===== config.mk =====
export PLATFORM = sky130hd
export DESIGN_NAME = pb_event_classifier
export DESIGN_NICKNAME = d
export VERILOG_FILES = /design/src/rtl/pb_evt_pkg.sv /design/src/rtl/pb_evt_timer.sv /design/src/rtl/pb_event_classifier.sv
export SDC_FILE = /design/constraint.sdc
export NUM_CORES = 1
export LEC_CHECK = 0
export BUFFER_PORTS_ARGS = -buffer_cell sky130_fd_sc_hd__buf_4
export CORE_MARGIN = 2
export CORE_UTILIZATION = 54
export CTS_CLUSTER_SIZE = 12
export DETAILED_ROUTE_END_ITERATION = 8
export PLACE_DENSITY = 0.86
export SLEW_MARGIN = 20
export SYNTH_ARGS = -nofsm -noshare
export SYNTH_HDL_FRONTEND = slang
export SYNTH_SLANG_ARGS = --single-unit

===== constraint.sdc =====
create_clock -name clk -period 2.2 [get_ports clk]
set_input_delay 0.11 -clock clk [delete_from_list [all_inputs] [get_ports clk]]
set_output_delay 0.11 -clock clk [all_outputs]
set_load 0.02 [all_outputs]

===== src/rtl/pb_evt_pkg.sv =====
// pb_evt_pkg: shared types and defaults for the push-button event classifier.
//  - pb_evt_state_t : classifier FSM states
//  - PB_*_DEF       : default cycle counts for the long-press, double-click
//                     window and auto-repeat period
//  - max3           : constant helper used to size the shared counter
package pb_evt_pkg;

    typedef enum logic [2:0] {
        IDLE  = 3'd0,
        HELD  = 3'd1,
        WAIT2 = 3'd2,
        HELD2 = 3'd3,
        LONG  = 3'd4
    } pb_evt_state_t;

    localparam int PB_LONG_CYC_DEF   = 100000;
    localparam int PB_DBL_CYC_DEF    = 40000;
    localparam int PB_REPEAT_CYC_DEF = 20000;

    function automatic int max3(input int a, input int b, input int c);
        int m;
        m = (a > b) ? a : b;
        m = (m > c) ? m : c;
        return m;
    endfunction

endpackage


===== src/rtl/pb_evt_timer.sv =====
// pb_evt_timer: clear/enable saturating up-counter with terminal-count compare.
//  Parameter MAX sets the saturation value and the counter width.
//  Ports:
//   clk, rst_n : clock, asynchronous active-low reset
//   clr        : synchronous clear (wins over en)
//   en         : count enable; counter holds at MAX
//   term       : terminal value compared against the current count
//   cnt        : current count
//   tc         : high while cnt == term
module pb_evt_timer #(
    parameter int  MAX = 1,
    localparam int W   = $clog2(MAX + 1)
) (
    input  logic         clk,
    input  logic         rst_n,
    input  logic         clr,
    input  logic         en,
    input  logic [W-1:0] term,
    output logic [W-1:0] cnt,
    output logic         tc
);

    localparam logic [W-1:0] MAX_V = W'(MAX);

    logic [W-1:0] cnt_r;

    // Counter register: clear has priority, increment stops at MAX.
    always_ff @(posedge clk or negedge rst_n) begin
        if (!rst_n) begin
            cnt_r <= {W{1'b0}};
        end else if (clr) begin
            cnt_r <= {W{1'b0}};
        end else if (en && (cnt_r != MAX_V)) begin
            cnt_r <= cnt_r + {{(W-1){1'b0}}, 1'b1};
        end else begin
            cnt_r <= cnt_r;
        end
    end

    assign cnt = cnt_r;
    assign tc  = (cnt_r == term);

endmodule


===== src/rtl/pb_event_classifier.sv =====
// pb_event_classifier: turns the synchronized button level and release pulse
// into short-press, long-press and double-click pulses for the UI logic.
//  Optional feature macro: PB_EVT_AUTOREPEAT_EN (auto-repeat ticks while a
//  long press is held; without it repeat_tick is tied low).
//  Ports:
//   clk, rst_n   : clock, asynchronous active-low reset
//   pressed      : synchronized button level, 1 = held
//   released     : one-cycle pulse on button release
//   short_press  : one-cycle pulse, single short click
//   long_press   : one-cycle pulse, hold reached LONG_CYC
//   double_click : one-cycle pulse, second click released
//   repeat_tick  : one-cycle auto-repeat pulse
//   busy         : level, FSM not in IDLE
//  All event outputs are registered one cycle after their trigger cycle.
module pb_event_classifier
    import pb_evt_pkg::*;
#(
    parameter int LONG_CYC   = PB_LONG_CYC_DEF,
    parameter int DBL_CYC    = PB_DBL_CYC_DEF,
    parameter int REPEAT_CYC = PB_REPEAT_CYC_DEF
) (
    input  logic clk,
    input  logic rst_n,
    input  logic pressed,
    input  logic released,
    output logic short_press,
    output logic long_press,
    output logic double_click,
    output logic repeat_tick,
    output logic busy
);

    localparam int CNT_MAX = max3(LONG_CYC, DBL_CYC, REPEAT_CYC);
    localparam int CNT_W   = $clog2(CNT_MAX + 1);

    localparam logic [CNT_W-1:0] LONG_TERM = CNT_W'(LONG_CYC - 1);
    localparam logic [CNT_W-1:0] DBL_TERM  = CNT_W'(DBL_CYC - 1);
`ifdef PB_EVT_AUTOREPEAT_EN
    localparam logic [CNT_W-1:0] RPT_TERM  = CNT_W'(REPEAT_CYC - 1);
`endif

    pb_evt_state_t state_r;
    pb_evt_state_t next_state_s;

    logic             press_s;
    logic             clr_s;
    logic             en_s;
    logic             wrap_s;
    logic             tc_s;
    logic [CNT_W-1:0] term_s;
    logic [CNT_W-1:0] cnt_unused_s;  // the FSM only needs the terminal-count flag
    logic             short_s;
    logic             long_s;
    logic             dbl_s;
    logic             short_r;
    logic             long_r;
    logic             dbl_r;
    logic             busy_r;

    // A release pulse overrides a coincident press level.
    assign press_s = pressed & ~released;

    pb_evt_timer #(
        .MAX (CNT_MAX)
    ) u_timer (
        .clk   (clk),
        .rst_n (rst_n),
        .clr   (clr_s),
        .en    (en_s),
        .term  (term_s),
        .cnt   (cnt_unused_s),
        .tc    (tc_s)
    );

`ifdef PB_EVT_AUTOREPEAT_EN
    logic rpt_s;
    logic rpt_r;
`endif

    // Next-state, counter control and event triggers.
    always_comb begin
        next_state_s = state_r;
        en_s         = 1'b0;
        wrap_s       = 1'b0;
        term_s       = {CNT_W{1'b0}};
        short_s      = 1'b0;
        long_s       = 1'b0;
        dbl_s        = 1'b0;
`ifdef PB_EVT_AUTOREPEAT_EN
        rpt_s        = 1'b0;
`endif
        case (state_r)
            IDLE: begin
                if (press_s) begin
                    next_state_s = HELD;
                end else begin
                    next_state_s = IDLE;
                end
            end
            HELD: begin
                term_s = LONG_TERM;
                if (released) begin
                    next_state_s = WAIT2;
                end else if (tc_s) begin
                    long_s       = 1'b1;
                    next_state_s = LONG;
                end else begin
                    en_s = 1'b1;
                end
            end
            WAIT2: begin
                // A press on the expiry cycle still counts as the second click.
                term_s = DBL_TERM;
                if (press_s) begin
                    next_state_s = HELD2;
                end else if (tc_s) begin
                    short_s      = 1'b1;
                    next_state_s = IDLE;
                end else begin
                    en_s = 1'b1;
                end
            end
            HELD2: begin
                if (released) begin
                    dbl_s        = 1'b1;
                    next_state_s = IDLE;
                end else begin
                    next_state_s = HELD2;
                end
            end
            LONG: begin
                if (released) begin
                    next_state_s = IDLE;
                end else begin
`ifdef PB_EVT_AUTOREPEAT_EN
                    term_s = RPT_TERM;
                    if (tc_s) begin
                        rpt_s  = 1'b1;
                        wrap_s = 1'b1;
                    end else begin
                        en_s = 1'b1;
                    end
`else
                    next_state_s = LONG;
`endif
                end
            end
            default: begin
                next_state_s = IDLE;
            end
        endcase
        clr_s = (next_state_s != state_r) || wrap_s;
    end

    // State register.
    always_ff @(posedge clk or negedge rst_n) begin
        if (!rst_n) begin
            state_r <= IDLE;
        end else begin
            state_r <= next_state_s;
        end
    end

    // Registered event pulses and busy level (busy tracks the next state).
    always_ff @(posedge clk or negedge rst_n) begin
        if (!rst_n) begin
            short_r <= 1'b0;
            long_r  <= 1'b0;
            dbl_r   <= 1'b0;
            busy_r  <= 1'b0;
        end else begin
            short_r <= short_s;
            long_r  <= long_s;
            dbl_r   <= dbl_s;
            busy_r  <= (next_state_s != IDLE);
        end
    end

`ifdef PB_EVT_AUTOREPEAT_EN
    // Registered auto-repeat tick.
    always_ff @(posedge clk or negedge rst_n) begin
        if (!rst_n) begin
            rpt_r <= 1'b0;
        end else begin
            rpt_r <= rpt_s;
        end
    end
    assign repeat_tick = rpt_r;
`else
    assign repeat_tick = 1'b0;
`endif

    assign short_press  = short_r;
    assign long_press   = long_r;
    assign double_click = dbl_r;
    assign busy         = busy_r;

endmodule

==> qor.yml <==
placement:
  globalplace.congestion: 0.907
  dpl.hpwl_um: 2560
  port_buffers: 7
setup_path:
  crit_type: "reg -> reg"
  cp.arrival_ps: 2400
  cp_max_fo: 6
  crit_path_start_kind: "flop"
  critPathCaptureType: "flop"
  required_ps: 2450
routing:
  first_pass_iters: 5
  drtAntennaViolNets: 0
  avgViaCountPerCell: 6.46
  num_vias: 1441
  drc: 0
  avgRoutedWirePerCell_um: 16.4
  drtIter0Drc: 59
  routed_wl_um: 3660
power_and_ir_drop:
  ir_drop_v: 0.000686
  leakage_nw: 0.705
  total_power_w: 0.00140
  p_per_area_nw_per_um2: 815
synth:
  syn_nets: 179
  netlist_area_sq_um: 1500
  netlist_instances: 173
  yosysWarningCount: 0
  postSynthAreaPerCell_sq_um: 8.69
  synth_cell_type_count: 45
  seq_area_frac_synth_pct: 40.0
  ys_seq_elements: 24
sta:
  grt_setup_unrepaired: "yes"
  drv_slew: 0
  fin_hold_ws_ps: 64.8
  fmax_ghz: 0.465
  setup_viol: 0
  finalClockSkew_ps: 5.79
  final_hold_viol_count: 0
  fin_crit_sh_pct: 97.7
  period_needed_ps: 2150
final_layout:
  syn_to_final_growth_pct: 14.2
  nNetsFinal: 200
  diodes: 0
  fillers: 230
  drive_gt1_share_pct: 21.9
floorplan:
  die-area_sq_um: 3220
  core_sq_um: 2710
  chipWidth_um: 56.8
  rows: 19
  die-height_um: 56.8
  ios: 9
  start_util_pct: 55.4
grt:
  grt_max_degree: 25
  grt_pass1_wl_um: 6110
  antenna_found_initial: 0
  grt_usage_pct: 24.1
  grt-ovfl-total: 0
  grt_pass1_vias: 1368
clock_network:
  ctsHtreeMaxLevel: 1
  clk_pin_slew_ps: 130
  cts-root-buf: "clkbuf_4"
  cts_tree: "built"
  cts_made_buffers: 3
  clock_latency_ps: 320
  cts_sinks: 24
  cts_max_path_buffers: 2
worst_hold_path:
  hp-class: "in -> reg"
status:
  status: "complete, no violations"
run:
  maxCapViolCount: 0
==> through the flow <==
step	instances	util (%)	worst slack [ps]	TNS [ps]	cell area (sq um)
floorplan	173	-	167	0	1500
global placement	213	59.9	154	0	1620
detailed placement	213	59.9	72.0	0	1620
CTS	217	61.1	30.3	0	1660
global route	223	63.3	-9.06	-47.8	1720
finish	223	63.3	50.5	0	1720
==> per-layer routing <==
layer / GRT usage (%) / vias up / wire (um)
li1: - / 682 / -
met1: 30.5 / 705 / 1610
met2: 40.7 / 50 / 1840
met3: 4.15 / 4 / 171
met4: 9.63 / 0 / 38
met5: 0 / - / 0
==> flip-flops by register name, indices dropped and copies added, names as in the netlist <==
signal        cells
busy              1
double_click      1
long_press        1
short_press       1
state_r           3
u_timer.cnt      17
==> cells by family (layout without fill, tap and decap cells) <==
kind of cell | count (synthesis) | after routing | synth area share [%]
xor+xnor | 6 | 6 | 3.50
buf+inv | 13 | 32 | 4.83
mux | 1 | 1 | 0.666
fa+ha+maj | 2 | 2 | 1.67
simple gates | 84 | 84 | 31.1
flops | 24 | 24 | 40.0
other cells | 1 | 1 | 0.250
compound gates | 42 | 42 | 18.1
==> worst max-delay path: stages, from the launching register on <==
cell	delay, ps
dfrtp_1	470
xnor2_1	180
or4b_1	510
a221oi_2	320
nand2_1	230
o21ba_2	260
nor3_2	100
==> timing repair <==
item	4_1_cts	5_1_grt
resized for setup	0	8
setup endpoints to repair	0	16
hold buffers	1	1
buffers inserted	0	5
endpoints found under the hold margin	24	1
==> cell usage after synthesis (all sizes together) <==
cell type  number  area share, %
dfrtp          24             40
a21oi          16            5.3
nand3          14            4.7
nor2           14            3.7
nand2          11            2.9
o21ai           9            3.0
buf             8            3.6
nor3            8            3.0
nand4           7            2.9
o31ai           7            3.5
or4             6            3.0
xor2            5            2.9
and2            4            1.8
nand2b          4            1.7
and3            3            1.2
inv             3           0.75
nor2b           3            1.2
or3             3            1.2
clkbuf          2           0.50
ha              2            1.7
nor4            2           0.83
o2111ai         2            1.2
or3b            2            1.2
a2111o          1           0.75
a2111oi         1           0.58
a211oi          1           0.50
a221oi          1            1.0
a22oi           1           0.50
a2bb2oi         1           0.58
and4            1           0.58
conb            1           0.25
mux2i           1           0.67
o211ai          1           0.50
o21ba           1           0.67
or2             1           0.42
or4b            1           0.67
xnor2           1           0.58
==> area by class of cell <==
type                       count  area [sq um]  share of cell area, %
timing repair buffer          26           200                   11.7
inverter                       3          11.3                  0.656
sequential                    24           606                   35.3
multi-input combinational    136           838                   48.8
tap                           31          38.8                   2.26
clock buffer                   3          22.5                   1.31
==> worst paths after layout <==
check,startpoint,endpoint,slack [ps],cells past startpoint
worst min register to register,u_timer.cnt[3],u_timer.cnt[3],550,1
max in group asynchronous,rst_n,u_timer.cnt[10],1740,2
worst min-delay path,pressed,state_r[0],60,3
worst max-delay path,state_r[0],state_r[2],50,6
worst max register to register,state_r[0],state_r[2],50,6
min in group asynchronous,rst_n,double_click,210,2
==> report_power, final <==
| group | switching, W | internal, W | total [W] |
|---|---|---|---|
| Sequential | 0.0000481 | 0.000486 | 0.000534 |
| Combinational | 0.000403 | 0.000265 | 0.000669 |
| Clock | 0.000132 | 0.0000642 | 0.000196 |
==> layout by cell type (no fill, tap or decap), types with 2 or more instances in the layout <==
cell type,instances
nand2_2,2
o21ai_0,6
nand4_1,7
dfrtp_1,20
nor2b_1,3
nand3_1,14
ha_1,2
buf_4,24
nand2_1,9
inv_1,3
and3_1,3
and2_1,3
or4_1,6
o2111ai_1,2
nor4_1,2
a21oi_1,15
dlygate4sd3_1,2
o21ai_1,3
clkbuf_4,3
dfrtp_2,4
xor2_1,5
o31ai_1,7
nor3_1,7
nor2_1,13
or3_1,3
nand2b_1,4
Power figures use the tool's default switching activity.
